==> src/rtl/mdu_pkg.sv <==
`default_nettype none
// ============================================================================
// Module   : mdu_pkg
// Brief    : Op encodings, FSM states and op-class helpers for mdu_iter.
// Revision : 1.0
// ============================================================================
package mdu_pkg;

  localparam logic [3:0] MDU_NONE  = 4'd0;
  localparam logic [3:0] MDU_MULT  = 4'd1;
  localparam logic [3:0] MDU_MULTU = 4'd2;
  localparam logic [3:0] MDU_DIV   = 4'd3;
  localparam logic [3:0] MDU_DIVU  = 4'd4;
  localparam logic [3:0] MDU_MTLO  = 4'd5;
  localparam logic [3:0] MDU_MTHI  = 4'd6;
  localparam logic [3:0] MDU_MADD  = 4'd7;
  localparam logic [3:0] MDU_MADDU = 4'd8;
  localparam logic [3:0] MDU_MSUB  = 4'd9;
  localparam logic [3:0] MDU_MSUBU = 4'd10;

  typedef enum logic [1:0] {
    ST_IDLE = 2'd0,
    ST_MUL  = 2'd1,
    ST_DIV  = 2'd2,
    ST_FIX  = 2'd3
  } mdu_state_t;

  function automatic logic is_mul_op(input logic [3:0] op);
    return (op == MDU_MULT) || (op == MDU_MULTU) || (op == MDU_MADD) ||
           (op == MDU_MADDU) || (op == MDU_MSUB) || (op == MDU_MSUBU);
  endfunction

  function automatic logic is_div_op(input logic [3:0] op);
    return (op == MDU_DIV) || (op == MDU_DIVU);
  endfunction

  function automatic logic is_signed_op(input logic [3:0] op);
    return (op == MDU_MULT) || (op == MDU_DIV) || (op == MDU_MADD) || (op == MDU_MSUB);
  endfunction

endpackage
`default_nettype wire

==> src/rtl/mdu_iter_if.sv <==
`default_nettype none
// ============================================================================
// Module   : mdu_iter_if
// Brief    : Issue/read bus between the EX stage and the multiply/divide unit.
// Revision : 1.0
// ============================================================================
interface mdu_iter_if #(
  parameter int WIDTH = 32
);
  logic             start;
  logic [3:0]       op;
  logic [WIDTH-1:0] a;
  logic [WIDTH-1:0] b;
  logic             rd_sel;
  logic [WIDTH-1:0] out;
  logic             busy;
  logic             done;

  modport master (output start, op, a, b, rd_sel, input out, busy, done);
  modport slave  (input start, op, a, b, rd_sel, output out, busy, done);
endinterface
`default_nettype wire

==> src/rtl/mdu_div_core.sv <==
`default_nettype none
// ============================================================================
// Module   : mdu_div_core
// Brief    : Radix-2 restoring divider datapath on magnitudes, sign fix on fix.
// Revision : 1.0
// ============================================================================
module mdu_div_core #(
  parameter int WIDTH = 32
) (
  input  logic             clk,
  input  logic             reset,
  input  logic             load,
  input  logic             step,
  input  logic             fix,
  input  logic             is_signed,
  input  logic [WIDTH-1:0] a,
  input  logic [WIDTH-1:0] b,
  output logic [WIDTH-1:0] quo,
  output logic [WIDTH-1:0] rem
);
  logic [WIDTH-1:0] r_rem, r_quo, r_div;
  logic             r_qneg, r_rneg;

  logic             w_a_neg, w_b_neg, w_ge;
  logic [WIDTH-1:0] w_a_mag, w_b_mag, w_sub;
  logic [WIDTH:0]   w_rem_sh;

  assign w_a_neg  = is_signed & a[WIDTH-1];
  assign w_b_neg  = is_signed & b[WIDTH-1];
  assign w_a_mag  = w_a_neg ? -a : a;
  assign w_b_mag  = w_b_neg ? -b : b;

  // Partial remainder is always < divisor, so the W-bit difference is exact when w_ge.
  assign w_rem_sh = {r_rem, r_quo[WIDTH-1]};
  assign w_ge     = w_rem_sh >= {1'b0, r_div};
  assign w_sub    = w_rem_sh[WIDTH-1:0] - r_div;

  always_ff @(posedge clk) begin
    if (!reset) begin
      r_rem  <= '0;
      r_quo  <= '0;
      r_div  <= '0;
      r_qneg <= 1'b0;
      r_rneg <= 1'b0;
    end else if (load) begin
      r_rem  <= '0;
      r_quo  <= w_a_mag;
      r_div  <= w_b_mag;
      r_qneg <= w_a_neg ^ w_b_neg;
      r_rneg <= w_a_neg;
    end else if (step) begin
      r_rem  <= w_ge ? w_sub : w_rem_sh[WIDTH-1:0];
      r_quo  <= {r_quo[WIDTH-2:0], w_ge};
    end
  end

  assign quo = (fix && r_qneg) ? -r_quo : r_quo;
  assign rem = (fix && r_rneg) ? -r_rem : r_rem;

endmodule
`default_nettype wire

==> src/rtl/mdu_iter.sv <==
`default_nettype none
// ============================================================================
// Module   : mdu_iter
// Brief    : Multiply/divide unit owning HI/LO; fixed-latency mult, iterative div.
//            Optional exception flush input enabled by MDU_CANCEL_EN.
// Revision : 1.0
// ============================================================================
module mdu_iter
  import mdu_pkg::*;
#(
  parameter int WIDTH       = 32,
  parameter int MULT_CYCLES = 5,
  parameter int CNT_W       = 6
) (
  input  logic      clk,
  input  logic      reset,
`ifdef MDU_CANCEL_EN
  input  logic      cancel,
`endif
  mdu_iter_if.slave bus
);
  localparam logic [CNT_W-1:0] c_MUL_LAST = CNT_W'(MULT_CYCLES);
  localparam logic [CNT_W-1:0] c_DIV_LAST = CNT_W'(WIDTH);

  mdu_state_t         r_state;
  logic [CNT_W-1:0]   r_cnt;
  logic [WIDTH-1:0]   r_hi, r_lo;
  logic [2*WIDTH-1:0] r_mul_acc;
  logic               r_busy, r_done;

  logic               w_cancel, w_sgn, w_div_load, w_div_step, w_div_fix;
  logic [2*WIDTH-1:0] w_ext_a, w_ext_b, w_prod, w_hilo, w_mul_acc;
  logic [WIDTH-1:0]   w_quo, w_rem;

`ifdef MDU_CANCEL_EN
  assign w_cancel = cancel;
`else
  assign w_cancel = 1'b0;
`endif

  // Full product and accumulate are resolved at launch; MUL only models latency.
  assign w_sgn   = is_signed_op(bus.op);
  assign w_ext_a = w_sgn ? {{WIDTH{bus.a[WIDTH-1]}}, bus.a} : {{WIDTH{1'b0}}, bus.a};
  assign w_ext_b = w_sgn ? {{WIDTH{bus.b[WIDTH-1]}}, bus.b} : {{WIDTH{1'b0}}, bus.b};
  assign w_prod  = w_ext_a * w_ext_b;
  assign w_hilo  = {r_hi, r_lo};

  always_comb begin
    w_mul_acc = w_prod;
    case (bus.op)
      MDU_MADD, MDU_MADDU: w_mul_acc = w_hilo + w_prod;
      MDU_MSUB, MDU_MSUBU: w_mul_acc = w_hilo - w_prod;
      default:             w_mul_acc = w_prod;
    endcase
  end

  assign w_div_load = (r_state == ST_IDLE) && bus.start && !w_cancel &&
                      is_div_op(bus.op) && (bus.b != '0);
  assign w_div_step = (r_state == ST_DIV) && !w_cancel;
  assign w_div_fix  = (r_state == ST_FIX);

  mdu_div_core #(.WIDTH(WIDTH)) u_div_core (
    .clk       (clk),
    .reset     (reset),
    .load      (w_div_load),
    .step      (w_div_step),
    .fix       (w_div_fix),
    .is_signed (w_sgn),
    .a         (bus.a),
    .b         (bus.b),
    .quo       (w_quo),
    .rem       (w_rem)
  );

  always_ff @(posedge clk) begin
    if (!reset) begin
      r_state   <= ST_IDLE;
      r_cnt     <= '0;
      r_hi      <= '0;
      r_lo      <= '0;
      r_mul_acc <= '0;
      r_busy    <= 1'b0;
      r_done    <= 1'b0;
    end else begin
      r_done <= 1'b0;
      case (r_state)
        ST_IDLE: begin
          if (bus.start && !w_cancel) begin
            if (bus.op == MDU_MTLO) begin
              r_lo <= bus.a;
            end else if (bus.op == MDU_MTHI) begin
              r_hi <= bus.a;
            end else if (is_mul_op(bus.op)) begin
              r_mul_acc <= w_mul_acc;
              r_state   <= ST_MUL;
              r_busy    <= 1'b1;
              r_cnt     <= CNT_W'(1);
            end else if (is_div_op(bus.op)) begin
              if (bus.b != '0) begin
                r_state <= ST_DIV;
                r_busy  <= 1'b1;
                r_cnt   <= CNT_W'(1);
              end else begin
                r_done  <= 1'b1;
              end
            end
          end
        end
        ST_MUL: begin
          if (w_cancel) begin
            r_state <= ST_IDLE;
            r_busy  <= 1'b0;
            r_cnt   <= '0;
          end else if (r_cnt == c_MUL_LAST) begin
            {r_hi, r_lo} <= r_mul_acc;
            r_state <= ST_IDLE;
            r_busy  <= 1'b0;
            r_done  <= 1'b1;
            r_cnt   <= '0;
          end else begin
            r_cnt <= r_cnt + CNT_W'(1);
          end
        end
        ST_DIV: begin
          if (w_cancel) begin
            r_state <= ST_IDLE;
            r_busy  <= 1'b0;
            r_cnt   <= '0;
          end else if (r_cnt == c_DIV_LAST) begin
            r_state <= ST_FIX;
            r_cnt   <= '0;
          end else begin
            r_cnt <= r_cnt + CNT_W'(1);
          end
        end
        ST_FIX: begin
          if (!w_cancel) begin
            r_lo   <= w_quo;
            r_hi   <= w_rem;
            r_done <= 1'b1;
          end
          r_state <= ST_IDLE;
          r_busy  <= 1'b0;
        end
        default: begin
          r_state <= ST_IDLE;
          r_busy  <= 1'b0;
        end
      endcase
    end
  end

  assign bus.out  = bus.rd_sel ? r_hi : r_lo;
  assign bus.busy = r_busy;
  assign bus.done = r_done;

endmodule
`default_nettype wire

==> src/flat_wrapper.sv <==
// flat-port wrapper written by rule: the top's interface ports become plain ports
module mdu_iter_flat import mdu_pkg::*;
#(
  parameter int WIDTH       = 32,
  parameter int MULT_CYCLES = 5,
  parameter int CNT_W       = 6
)
  (clk, reset, bus_start, bus_op, bus_a, bus_b, bus_rd_sel, bus_out, bus_busy, bus_done);
  mdu_iter_if #(.WIDTH(WIDTH)) bus_i ();
  input  logic clk;
  input  logic reset;
  input wire logic [$bits(bus_i.start)-1:0] bus_start;
  input wire logic [$bits(bus_i.op)-1:0] bus_op;
  input wire logic [$bits(bus_i.a)-1:0] bus_a;
  input wire logic [$bits(bus_i.b)-1:0] bus_b;
  input wire logic [$bits(bus_i.rd_sel)-1:0] bus_rd_sel;
  output wire logic [$bits(bus_i.out)-1:0] bus_out;
  output wire logic [$bits(bus_i.busy)-1:0] bus_busy;
  output wire logic [$bits(bus_i.done)-1:0] bus_done;
  assign bus_i.start = bus_start;
  assign bus_i.op = bus_op;
  assign bus_i.a = bus_a;
  assign bus_i.b = bus_b;
  assign bus_i.rd_sel = bus_rd_sel;
  assign bus_out = bus_i.out;
  assign bus_busy = bus_i.busy;
  assign bus_done = bus_i.done;
  mdu_iter #(.WIDTH(WIDTH), .MULT_CYCLES(MULT_CYCLES), .CNT_W(CNT_W)) u_core (.clk(clk), .reset(reset), .bus(bus_i));
endmodule
==> config.mk <==
export PLATFORM = sky130hd
export DESIGN_NAME = mdu_iter_flat
export DESIGN_NICKNAME = d
export VERILOG_FILES = /design/src/rtl/mdu_pkg.sv /design/src/rtl/mdu_iter_if.sv /design/src/rtl/mdu_div_core.sv /design/src/rtl/mdu_iter.sv /design/src/flat_wrapper.sv
export SDC_FILE = /design/constraint.sdc
export NUM_CORES = 2
export LEC_CHECK = 0
export CAP_MARGIN = 20
export CORE_MARGIN = 2
export CORE_UTILIZATION = 30
export CTS_CLUSTER_DIAMETER = 50
export DETAILED_ROUTE_END_ITERATION = 10
export SLEW_MARGIN = 5
export SYNTH_ARGS = -nofsm -noshare
export SYNTH_HDL_FRONTEND = slang
export SYNTH_HIERARCHICAL = 1
export SYNTH_SLANG_ARGS = --single-unit
==> constraint.sdc <==
create_clock -name clk -period 22.5 [get_ports clk]
set_input_delay 4.5 -clock clk [delete_from_list [all_inputs] [get_ports clk]]
set_output_delay 4.5 -clock clk [all_outputs]
set_load 0.02 [all_outputs]
==> results.toml <==
[outcome]
outcome = "completed"

[drt]
wl_met3_um = 17900
top_layer = "met4"
met1Wirelength_um = 102000
final_antenna_net_count = 0
avgViaCountPerCell = 5.13
route.detailed.drc = 0
drtIter0Drc = 4548
firstDrtPassIters = 6
drt-total-wl_um = 241000
wl_met2_um = 113000
num_vias = 55698
post_drt_wl_per_cell_um = 22.2

[worst_setup_path]
end_kind = "flip-flop"
startpoint_type = "input port"
cpMostUsedCell = "fa_1"
worstPathArrival_ps = 20340
path_class = "in -> reg"
slowest_stage = "fa_1"
critPathMaxFanout = 16
required_ps = 22980
max_stage_delay_ps = 730

[yosys]
synth-warning-count = 6
async_flop_share_pct = 0
synth_edf_count = 0
yosys-top-cells-area = "fa_1 42%, inv_1 9.0%, ha_1 7.4%"
syn_nets = 9897
netlist_area_mm2 = 0.0687
ys_seq_area_share_pct = 6.88
ys_top_cells_by_count = "1654 x inv_1, 1426 x fa_1, 1028 x nand2_1, 409 x ha_1, 396 x and2_1"
ys.flop_type = "dfxtp_1"
syn_inst = 7990
synth_top_area_share_pct = 41.5
synth.avg_cell_area_um2 = 8.60
synthDistinctLibCells = 102
synth_area_leader_cell = "fa_1"
synth_most_common_cell = "inv_1"
ys_ff_latch = 236

[timing]
slew_viol_final = 0
hold_violations = 0
finalCritPeriodShare_pct = 88.3
fin_crit_ps = 19860
rsz0062_at_grt = "no"
setup_viol = 0
clock_skew_ps = 28.4
setup-tns-final_ps = 0
worst_pin_slew_ps = 1160
max_freq_mhz = 50.4
slew_headroom_pct = 22.6

[floorplanning]
initial_core_util_pct = 30.2
dieArea_mm2 = 0.233
io_pins = 106
rows = 175
die_h_um = 483
core_area_mm2 = 0.227
fp.dieW_um = 483

[global_routing]
antenna_found_initial = 13
grt_pass1_wl_um = 370000
grt_overflow = 0
grt_pass1_vias = 59519
grt_start_max_net_pins = 84
track_usage_pct = 20.8

[place]
routabilityCongestion = 0.995
hpwl_um = 195000
port_buffers = 105

[cts]
htree_levels = 2
post_cts_resized = 0
cts_tree = "yes"
cts_buffers = 39
clock_sinks = 236
cts_buffer_depth = 3
root_buffer = "clkbuf_16"
clk_latency_ps = 560
cts_setup_buffers = 0
cts_hold_buf = 0
clkTransAtPathRegs_ps = 60

[min_path]
hp-class = "reg -> reg"

[finish]
nNetsFinal = 9718
drive_gt1_share_pct = 4.32
fill_cells = 23717
area_growth_pct = 7.22

[job]
max_cap_viol_count = 0
critical path: cells and delay by family:
family	cells	cell delay, ps
AND/OR/NAND/NOR	10	3470
AO/OA/AOI/OAI	13	3670
XOR/XNOR	2	300
adder cells (fa/ha/maj)	12	6490
buffers and inverters	9	1840
state kept, by name (all words and copies together), names as in the netlist:
name / count
u_core/bus.busy: 1
u_core/r_lo: 32
u_core/r_cnt: 6
u_core/r_state: 2
u_core/r_mul_acc: 64
u_core/u_div_core/r_qneg: 1
u_core/r_hi: 32
u_core/u_div_core/r_rem: 32
u_core/bus.done: 1
u_core/u_div_core/r_div: 32
u_core/u_div_core/r_rneg: 1
u_core/u_div_core/r_quo: 32
placed cells by master (no fill, tap or decap), drive strengths merged, types with 16 or more instances in the layout:
master         instances
a311oi                31
a21oi                314
clkbuf                44
nand3                 80
o31ai                 36
nand2b                27
and2                 397
xnor2                222
a21o                 101
or2                   16
nor2                 306
dfxtp                236
clkdlybuf4s50         45
o21ai                254
a31oi                 52
xor2                 132
buf                  161
nor2b                 38
mux2                  34
nor3                  87
o211ai                35
a221oi                70
a211oi                93
and3                  58
nand2               1028
o22ai                 17
mux2i                 38
inv                 1657
or3                   43
nand4                 37
ha                   409
o211a                 39
o21bai                21
o21a                  29
o41ai                 17
fa                  1426
nor4                  41
stage by stage:
| step | cell area (µm²) | setup slack (ps) | cells | utilization [%] | hold slack (ps) |
|---|---|---|---|---|---|
| floorplan | 68700 | 5780 | 7990 | - | 432 |
| global placement | 72400 | 2370 | 10776 | 31.8 | 441 |
| detailed placement | 72400 | 2240 | 10779 | 31.8 | 453 |
| CTS | 73700 | 2760 | 10848 | 32.4 | 460 |
| global route | 73700 | 1950 | 10851 | 32.4 | 481 |
| finish | 73700 | 2640 | 10857 | 32.4 | 456 |
cell families after synthesis:
group	share of synthesized area (%)
AND/OR/NAND/NOR	15.3
adder cells (fa/ha/maj)	49.0
flip-flops	6.88
buffers and inverters	11.5
XOR/XNOR	4.55
AO/OA/AOI/OAI	11.7
multiplexers	1.11
metal layers:
metal | track usage (%) | vias up
met5 | 0 | -
met4 | 7.50 | 0
met2 | 34.3 | 2158
li1 | - | 24547
met1 | 27.7 | 28597
met3 | 3.19 | 396
area by class of cell:
| class | count | area, µm² | area share, % |
|---|---|---|---|
| Multi-Input combinational cell | 5673 | 56200 | 76.3 |
| Inverter | 1655 | 6210 | 8.43 |
| Sequential cell | 236 | 4720 | 6.41 |
| Tap cell | 3009 | 3760 | 5.11 |
| Timing Repair Buffer | 206 | 1500 | 2.04 |
| Clock buffer | 44 | 1000 | 1.36 |
| Clock inverter | 25 | 264 | 0.358 |
| Antenna cell | 9 | 22.5 | 0.0306 |
final timing paths:
path,cells past startpoint,startpoint,slack [ps],end
min reg2reg,2,u_core/r_mul_acc[2],460,u_core/r_mul_acc[2]
min,2,u_core/r_mul_acc[2],460,u_core/r_mul_acc[2]
max,46,bus_op[1],2640,u_core/r_mul_acc[63]
max reg2reg,17,u_core/r_lo[0],17570,u_core/r_mul_acc[62]
Power is not shown: default switching activity piles up to over one toggle a cycle in this logic, so the estimate is an artifact.
